--- src/rtl/systolic_pkg.sv ---
// Shared definitions for the systolic job scheduler.
//   sched_state_t : scheduler FSM states
//   W_DEF, N_DEF  : default element width and array dimension
//   word_idx()    : flat operand word index for step k, lane j
package systolic_pkg;

    localparam int W_DEF = 32;
    localparam int N_DEF = 3;

    typedef enum logic [2:0] {
        IDLE    = 3'd0,
        FEED    = 3'd1,
        DRAIN   = 3'd2,
        CAPTURE = 3'd3,
        RESP    = 3'd4
    } sched_state_t;

    // Word e of a packed N*N operand occupies bits [(e+1)W-1:eW].
    function automatic int word_idx(input int k, input int j, input int n);
        return k * n + j;
    endfunction

endpackage

--- src/rtl/skew_line.sv ---
// Stallable delay line used to skew one operand lane into the array.
//   i_clk, i_rst : clock, synchronous active-high reset (clears every stage)
//   stall        : hold all stages when high
//   d, q         : WIDTH-bit lane in/out; q is d delayed by DEPTH cycles
//   DEPTH = 0 degenerates to a plain wire.
module skew_line #(
    parameter int WIDTH = 32,
    parameter int DEPTH = 1
) (
    input  logic             i_clk,
    input  logic             i_rst,
    input  logic             stall,
    input  logic [WIDTH-1:0] d,
    output logic [WIDTH-1:0] q
);

    generate
        if (DEPTH == 0) begin : g_wire
            assign q = d;
        end else begin : g_pipe
            logic [WIDTH-1:0] stage [DEPTH];

            always_ff @(posedge i_clk) begin
                if (i_rst) begin
                    for (int i = 0; i < DEPTH; i++) stage[i] <= '0;
                end else if (!stall) begin
                    stage[0] <= d;
                    for (int i = 1; i < DEPTH; i++) stage[i] <= stage[i-1];
                end
            end

            assign q = stage[DEPTH-1];
        end
    endgenerate

endmodule

--- src/rtl/systolic_job_sched.sv ---
// Round-robin job scheduler sharing one N x N systolic core between two ports.
//   i_clk, i_rst             : clock, synchronous active-high reset
//   i_en                     : global run enable (low freezes sequencing)
//   i_reqK_*/o_reqK_ready    : job request handshake + operands/mode, K = 0,1
//   o_sys_en/sync/mode       : core controls
//   o_sys_A, o_sys_B         : skewed lane buses into the core
//   i_sys_C                  : core result, captured during CAPTURE
//   o_rsp_valid/i_rsp_ready  : result handshake; o_rsp_id = owning port
//   o_rsp_C                  : captured result
//
// state   | meaning
// --------+--------------------------------------------------------------
// IDLE    | arbitrate; ready high only for the granted port
// FEED    | step k = 0..N-1, raw operand words enter the skew lines
// DRAIN   | P_DRAIN cycles of zero feed while the skew lines flush
// CAPTURE | pulse sync, latch i_sys_C into the response register
// RESP    | hold result valid until the consumer takes it
module systolic_job_sched
    import systolic_pkg::*;
#(
    parameter int W       = W_DEF,
    parameter int N       = N_DEF,
    parameter int P_DRAIN = 3 * N
) (
    input  logic             i_clk,
    input  logic             i_rst,
    input  logic             i_en,
    input  logic             i_req0_valid,
    output logic             o_req0_ready,
    input  logic [W*N*N-1:0] i_req0_A,
    input  logic [W*N*N-1:0] i_req0_B,
    input  logic             i_req0_mode,
    input  logic             i_req1_valid,
    output logic             o_req1_ready,
    input  logic [W*N*N-1:0] i_req1_A,
    input  logic [W*N*N-1:0] i_req1_B,
    input  logic             i_req1_mode,
    output logic             o_sys_en,
    output logic             o_sys_sync,
    output logic             o_sys_mode,
    output logic [W*N-1:0]   o_sys_A,
    output logic [W*N-1:0]   o_sys_B,
    input  logic [W*N*N-1:0] i_sys_C,
    output logic             o_rsp_valid,
    input  logic             i_rsp_ready,
    output logic             o_rsp_id,
    output logic [W*N*N-1:0] o_rsp_C
);

    localparam int KW = (N > 1) ? $clog2(N) : 1;
    localparam int DW = (P_DRAIN > 1) ? $clog2(P_DRAIN) : 1;
    localparam logic [KW-1:0] K_LAST = KW'(N - 1);
    localparam logic [DW-1:0] D_LOAD = DW'(P_DRAIN - 1);

    sched_state_t     state;
    logic [KW-1:0]    k;
    logic [DW-1:0]    drain_cnt;
    logic             last_srv;
    logic             owner;
    logic             mode_q;
    logic [W*N*N-1:0] a_q;
    logic [W*N*N-1:0] b_q;
    logic [W*N*N-1:0] rsp_c;
    logic             rsp_valid;

    logic gnt0, gnt1, can_accept, take0, take1;

    // Tie goes to the port that was not served last.
    assign gnt0 = i_req0_valid && (!i_req1_valid || last_srv);
    assign gnt1 = i_req1_valid && (!i_req0_valid || !last_srv);

    // Reset is folded in so ready reads 0 while reset is held.
    assign can_accept   = (state == IDLE) && i_en && !i_rst;
    assign o_req0_ready = can_accept && gnt0;
    assign o_req1_ready = can_accept && gnt1;
    assign take0        = i_req0_valid && o_req0_ready;
    assign take1        = i_req1_valid && o_req1_ready;

    assign o_sys_en    = i_en && ((state == FEED) || (state == DRAIN) || (state == CAPTURE));
    // A stalled CAPTURE captures nothing, so sync only asserts on the capturing cycle.
    assign o_sys_sync  = i_en && (state == CAPTURE);
    assign o_sys_mode  = mode_q;
    assign o_rsp_valid = rsp_valid;
    assign o_rsp_id    = owner;
    assign o_rsp_C     = rsp_c;

    always_ff @(posedge i_clk) begin
        if (i_rst) begin
            state     <= IDLE;
            k         <= '0;
            drain_cnt <= '0;
            last_srv  <= 1'b1;
            owner     <= 1'b0;
            mode_q    <= 1'b0;
            a_q       <= '0;
            b_q       <= '0;
            rsp_c     <= '0;
            rsp_valid <= 1'b0;
        end else begin
            case (state)
                IDLE: begin
                    if (take0 || take1) begin
                        a_q      <= take1 ? i_req1_A : i_req0_A;
                        b_q      <= take1 ? i_req1_B : i_req0_B;
                        mode_q   <= take1 ? i_req1_mode : i_req0_mode;
                        owner    <= take1;
                        last_srv <= take1;
                        k        <= '0;
                        state    <= FEED;
                    end
                end
                FEED: begin
                    if (i_en) begin
                        if (k == K_LAST) begin
                            k         <= '0;
                            drain_cnt <= D_LOAD;
                            state     <= DRAIN;
                        end else begin
                            k <= k + 1'b1;
                        end
                    end
                end
                DRAIN: begin
                    if (i_en) begin
                        if (drain_cnt == '0) state <= CAPTURE;
                        else                 drain_cnt <= drain_cnt - 1'b1;
                    end
                end
                CAPTURE: begin
                    if (i_en) begin
                        rsp_c     <= i_sys_C;
                        rsp_valid <= 1'b1;
                        state     <= RESP;
                    end
                end
                RESP: begin
                    // Consumer side is never stalled by i_en.
                    if (i_rsp_ready) begin
                        rsp_valid <= 1'b0;
                        state     <= IDLE;
                    end
                end
                default: state <= IDLE;
            endcase
        end
    end

    for (genvar j = 0; j < N; j++) begin : g_lane
        logic [W-1:0] raw_a, raw_b, skw_a, skw_b;

        always_comb begin
            raw_a = '0;
            raw_b = '0;
            if (state == FEED) begin
                raw_a = a_q[W*word_idx(int'(k), j, N) +: W];
                raw_b = b_q[W*word_idx(int'(k), j, N) +: W];
            end
        end

        if (j == 0) begin : g_direct
            assign skw_a = raw_a;
            assign skw_b = raw_b;
        end else begin : g_skew
            skew_line #(.WIDTH(W), .DEPTH(j)) u_skew_a (
                .i_clk (i_clk),
                .i_rst (i_rst),
                .stall (!i_en),
                .d     (raw_a),
                .q     (skw_a)
            );
            skew_line #(.WIDTH(W), .DEPTH(j)) u_skew_b (
                .i_clk (i_clk),
                .i_rst (i_rst),
                .stall (!i_en),
                .d     (raw_b),
                .q     (skw_b)
            );
        end

        assign o_sys_A[j*W +: W] = skw_a;
        assign o_sys_B[j*W +: W] = skw_b;
    end

endmodule

--- config.mk ---
export PLATFORM = sky130hd
export DESIGN_NAME = systolic_job_sched
export DESIGN_NICKNAME = d
export VERILOG_FILES = /design/src/rtl/systolic_pkg.sv /design/src/rtl/skew_line.sv /design/src/rtl/systolic_job_sched.sv
export SDC_FILE = /design/constraint.sdc
export NUM_CORES = 2
export LEC_CHECK = 0
export ABC_AREA = 1
export CELL_PAD_IN_SITES_DETAIL_PLACEMENT = 1
export CELL_PAD_IN_SITES_GLOBAL_PLACEMENT = 1
export CORE_AREA = 5 5 743 745
export CTS_BUF_LIST = sky130_fd_sc_hd__clkbuf_8 sky130_fd_sc_hd__clkbuf_16
export DETAILED_ROUTE_END_ITERATION = 7
export DIE_AREA = 0 0 748 750
export GPL_TIMING_DRIVEN = 1
export PLACE_DENSITY = 0.41
export SYNTH_ARGS = -nofsm -noshare
export SYNTH_HDL_FRONTEND = slang
export SYNTH_HIERARCHICAL = 1
export SYNTH_SLANG_ARGS = --single-unit
--- constraint.sdc ---
create_clock -name i_clk -period 3.16 [get_ports i_clk]
set_input_delay 0.79 -clock i_clk [delete_from_list [all_inputs] [get_ports i_clk]]
set_output_delay 0.79 -clock i_clk [all_outputs]
set_load 0.03 [all_outputs]
**After elaboration in Yosys (flattened, before gate mapping)**

Memories as Yosys holds them, arrays and structs flattened.
Index checks and enable logic that the tools add are counted.

- Bits in registers: 877
- RAM bits: 192
- Input port bits: 1448
- Output and inout port bits: 487
- Word-level logic and storage cells: 116
- Memories: 4

Memories:

| memory | words | width | rd ports | clocked after memory_dff | write ports | RTL line | text |
|---|---|---|---|---|---|---|---|
| g_lane[2].g_skew.u_skew_a.g_pipe.stage | 2 | 32 | 2 | 0 | 2 | skew_line.sv:21 | `logic [WIDTH-1:0] stage [DEPTH];` |
| g_lane[2].g_skew.u_skew_b.g_pipe.stage | 2 | 32 | 2 | 0 | 2 | skew_line.sv:21 |  |
| g_lane[1].g_skew.u_skew_a.g_pipe.stage | 1 | 32 | 1 | 0 | 1 | skew_line.sv:21 |  |
| g_lane[1].g_skew.u_skew_b.g_pipe.stage | 1 | 32 | 1 | 0 | 1 | skew_line.sv:21 |  |

- Add/sub/neg operators: 4
- Multipliers: 1
- Equal/unequal tests: 13
- Shifts and indexed selects: 6
- Mux-type cells: 42
- Bitwise operators: 4
- Reductions and logical operators: 32

Operators by type and width:

| cell | count |
|---|---|
| indexed part select 288 x 32 -> 32 bit | 5 |
| two-way mux 288 bit | 2 |
| two-way mux 32 bit | 12 |
| indexed part select 288 x 11 -> 32 bit | 1 |
| OR reduction 32 bit | 2 |
| adder 27 x 2 -> 27 bit, second input constant | 1 |
| two-way mux 3 bit | 7 |
| two-way mux 4 bit | 4 |
| one-hot mux 3 bit (5 select lines) | 1 |
| != test 2 bit, second input constant | 6 |
| logical AND 1 bit | 10 |
| two-way mux 1 bit | 10 |
| one-hot mux 4 bit (2 select lines) | 1 |
| AND reduction 7 bit | 1 |
| equality test 3 x 2 -> 1 bit, second input constant | 2 |
| two-way mux 2 bit | 3 |
| AND reduction 3 bit | 2 |
| nonzero test 2 bit | 3 |
| adder 4 x 2 -> 5 bit, second input constant | 1 |
| logical OR 1 bit | 5 |
| AND reduction 5 bit | 1 |
| logical NOT 1 bit | 4 |
| logical NOT 4 bit | 1 |
| multiplier 2 x 2 -> 4 bit, second input constant | 1 |
| other kinds (11) | 16 |

**Depth between registers and ports, before layout**

- Depth after elaboration: 8
- Mapped depth: 14
- Mapped depth without buffers: 9

**By module**

The synthesis kept the hierarchy.

By module, submodules not included:

| module | times used | cells an instance | area an instance (µm²) | seq. area each (µm²) |
|---|---|---|---|---|
| systolic_job_sched | 1 | 6881 | 42814.8 | 17556.8 |
| skew_line at g_lane[2].g_skew.u_skew_a ... | 2 | 234 | 2999.1 | 1921.8 |
| skew_line at g_lane[1].g_skew.u_skew_a ... | 2 | 103 | 1383.8 | 960.9 |

**Least setup slack after synthesis**

No wires, ideal clock.

- Path kind: input port to flip-flop
- From: input port i_en
- To: memory g_lane[2].g_skew.u_skew_a.g_pipe.stage[0][0], enable pin
- Library setup time: 0.690 ns
- Data arrival time: 2.166 ns
- Data required time: 2.470 ns
- Path slack: 0.305 ns
- Stages on the path: 2
- Buffers on the path: 0
- Path through: inv_1 nand2_1

RTL lines:

| item | RTL line | text |
|---|---|---|
| from (decl) | systolic_job_sched.sv:27 | `input logic i_en,` |
| to (decl) | skew_line.sv:21 |  |

**Worst setup path in the final report**

- From: register state[2]
- To: output port o_sys_A[11]

- Longest elaborated chain between the ends: 2

Ends and longest elaborated chain:

| item | RTL line | text |
|---|---|---|
| from (decl) | systolic_job_sched.sv:55 | `sched_state_t state;` |
| from (signal assigned) | systolic_job_sched.sv:89 | `state <= IDLE;` |
| from (signal assigned) | systolic_job_sched.sv:109 | `state <= FEED;` |
| from (signal assigned) | systolic_job_sched.sv:117 | `state <= DRAIN;` |
| equality test 3 x 1 -> 1 bit | systolic_job_sched.sv:154 | `if (state == FEED) begin` |
| two-way mux 32 bit | systolic_job_sched.sv:154 |  |
| to (decl) | systolic_job_sched.sv:41 | `output logic [W*N-1:0] o_sys_A,` |

No other way between the ends.

==> results.yml <==
timing:
  setup_viol: 47
  hold_viol: 0
  fin_ws_ps: -120
  whs_ps: 434
  setup-tns-final_ps: -2480
  period_share_pct: 104
  tightest_slew_ps: 1170
  relSlewSlack_pct: 22.2
  finalClockSkew_ps: 79.5
  timing.fmax_mhz: 305
  period_minus_slack_ps: 3280
  rsz0062_at_grt: "true"
  maxSlewViolCount: 0
synthesis:
  postSynth.asyncResetShare_pct: 0
  synthTopCellsByArea: "dfxtp_1 (34%), nand2_1 (18%), edfxtp_1 (11%)"
  ys_ff_latch: 1069
  synth_edf_count: 192
  synthesis.area_um2: 51600
  synth.largest_area_cell: "dfxtp_1"
  synth.distinct_cells: 31
  yosysWarningCount: 6
  ys.flop_type: "dfxtp_1"
  avgSynthCellArea_um2: 6.83
  ys_seq_area_share_pct: 45.2
  syn_inst: 7555
  synth_top_area_share_pct: 34.0
  synthesis.nets: 9009
placement:
  placed_area_um2: 80700
  dp_hpwl_um: 357000
  gp_congestion: 0.880
  place_ws_ps: -309
  portBuffers: 1934
floorplanning:
  die_area_um2: 561000
  coreArea_um2: 544000
  rows: 271
  die_w_um: 748
  die_h_um: 750
  io_pins: 1935
  start_util_pct: 9.48
power_and_ir_drop:
  p_sw_mw: 19.8
  p_int_mw: 32.7
  pwr-share-clk_pct: 35.3
  power_frac_seq_pct: 31.3
  leakagePower_nw: 32.7
  power_density_nw_per_um2: 594
  pwr-share-comb_pct: 33.4
  ir_worst_vdd_mv: 0.405
  sw_frac_of_total_pct: 37.7
clock_network:
  cts_made_buffers: 162
  root_buffer: "clkbuf_16"
  cts.sinks: 1069
  cts_tree: "built"
  clk_pin_slew_worst_paths_ps: 60
  htreeDepth: 4
  cts.path.max_buffers: 4
  clk_latency_ps: 850
setup_path:
  r2r_end: "g_lane[1].g_skew.u_skew_b/g_pipe.stage[0][2]"
  start_kind: "flip-flop"
  end_kind: "output pin"
  cp_num_buf_inv: 4
  required_ps: 2370
  cp.arrival_ps: 2490
  crit_type: "flip-flop to output pin"
  worst-r2r-cell-count: 9
  slowest_delay_ps: 380
  path_common_cell: "buf_12"
  crit_family: "buffers and inverters"
  ff2ff_setup_slack_ps: 130
  reg2reg_from: "k[0]"
  crit_path_cell_trace: "nor2_4 -> nand2_4 -> buf_12 -> buf_12 -> a21oi_2 -> buf_4 -> buf_12"
  critPathMaxFanout: 33
  crit_slowest_cell: "dfxtp_4"
min_path:
  hold_path.class: "input port to flip-flop"
  whs_path_depth: 4
  hold_start: "i_rst"
  min_to: "last_srv"
layout:
  final_core_util_pct: 16.2
  multiInputGateArea_um2: 24700
  final_cell_mix: "nand2_1 (2480), clkdlybuf4s50_1 (1843), nor2_1 (1404)"
  final_layout_size_suffix_gt1_share_pct: 11.2
  fillers: 64900
  syn2layout_area_growth_pct: 71.3
  fin_area_um2: 88300
  nets: 10800
  seqCellArea_um2: 23300
  layout_commonest_cell: "nand2_1"
routing:
  drt_iter0_drc: 3166
  wl_per_cell_um: 26.6
  via_per_inst: 3.44
  routed.top_layer: "met5"
  wl_met3_um: 32600
  wl_met2_um: 211000
  antenna_left: 0
  route.detailed.drc: 0
  num_vias: 57600
  drt_wl_total_um: 447000
  wl_met1_um: 191000
  drt_pass1_iterations: 7
global_routing:
  grt_pass1_vias: 59600
  grtUsageTotal_pct: 15.2
  grt_pass1_wl_um: 579000
  grt-ovfl-total: 0
  grt_start_max_net_pins: 169
  antenna_found_initial: 146
outcome:
  status: "complete, but fails checks"
  failed_checks: "negative setup slack"
run:
  maxCapViolations: 0
## layer usage
metal,vias to the layer above,GRT usage (%)
met2,1774,25.8
met3,448,4.79
met5,-,0
met4,106,3.28
li1,27400,-
met1,27800,18.7
## kinds of logic after synthesis
kind of cell / count (synthesis) / share of synthesized area (%)
simple gates: 4182 / 31.9
compound gates: 1390 / 13.8
flops: 1069 / 45.2
buf+inv: 908 / 8.89
fa+ha+maj: 6 / 0.146
## worst min-delay path, cell delays in order
cell and delay, ps:
buf_8 110, inv_8 40, buf_12 160, nand3_1 100
## layout make-up
| cell class | count | share of cell area (%) |
|---|---|---|
| Sequential cell | 1069 | 26.4 |
| Antenna cell | 19 | 0.0538 |
| Tap cell | 7234 | 10.2 |
| Clock inverter | 98 | 0.956 |
| Timing Repair Buffer | 2290 | 28.0 |
| Clock buffer | 191 | 5.08 |
| Inverter | 289 | 1.31 |
| Multi-Input combinational cell | 5578 | 28.0 |
## through the flow
| stage | power (mW) | std cells |
|---|---|---|
| final | 52.5 | 16800 |
| after global placement | 32.6 | 16400 |
| after floorplan | 23.2 | 7555 |
| after CTS | 53.9 | 16800 |
| after detailed placement | 32.6 | 16400 |
| after global routing | 55.3 | 16800 |
## cells in the mapped netlist, types with 3 or more instances
library cell and count:
inv_2 13, nand4_1 4, o21ai_0 600, nand2_1 2535, buf_6 56, ha_1 6, dfxtp_1 877, nor2_1 1437
nand3_1 13, o21ai_1 171, buf_12 8, nand2_2 3, a21oi_1 553, edfxtp_1 192, o211ai_1 64, buf_2 165
inv_1 275, buf_1 26, clkbuf_1 283, nor2_2 138, buf_4 66, nor2_4 44, buf_8 15
## power by group through the flow
stage | logic [mW] | clock network (mW) | registers (mW)
detailed placement | 15.9 | 0 | 16.7
global route | 18.9 | 19.8 | 16.6
floorplan | 6.60 | 0 | 16.6
finish | 17.5 | 18.5 | 16.4
global placement | 15.9 | 0 | 16.7
CTS | 18.0 | 19.4 | 16.5
## worst max path at each step
stage	end	cells past startpoint	slack, ps	start
floorplan	g_lane[2].g_skew.u_skew_a/g_pipe.stage[0][0]	2	300	i_en
global placement	a_q[86]	9	-360	i_req1_valid
detailed placement	a_q[86]	9	-310	i_req1_valid
CTS	o_sys_A[11]	8	-300	k[0]
global route	o_sys_B[29]	9	-300	k[0]
finish	o_sys_A[11]	7	-120	state[2]
## state kept, by name (all words and copies together), names as in the netlist
register / flops
last_srv: 1
o_rsp_C: 288
o_rsp_valid: 1
k: 2
o_rsp_id: 1
b_q: 288
a_q: 288
state: 3
g_lane.g_skew.u_skew_a/g_pipe.stage: 96
o_sys_mode: 1
g_lane.g_skew.u_skew_b/g_pipe.stage: 96
drain_cnt: 4
## timing repair
action	CTS	global route
cloned	22	1
pin swaps	62	34
setup buffers	40	4
gates resized for setup	342	45
setup endpoints to repair	71	67
hold buffers	0	0
No activity file was read; power rests on OpenSTA's default activity.
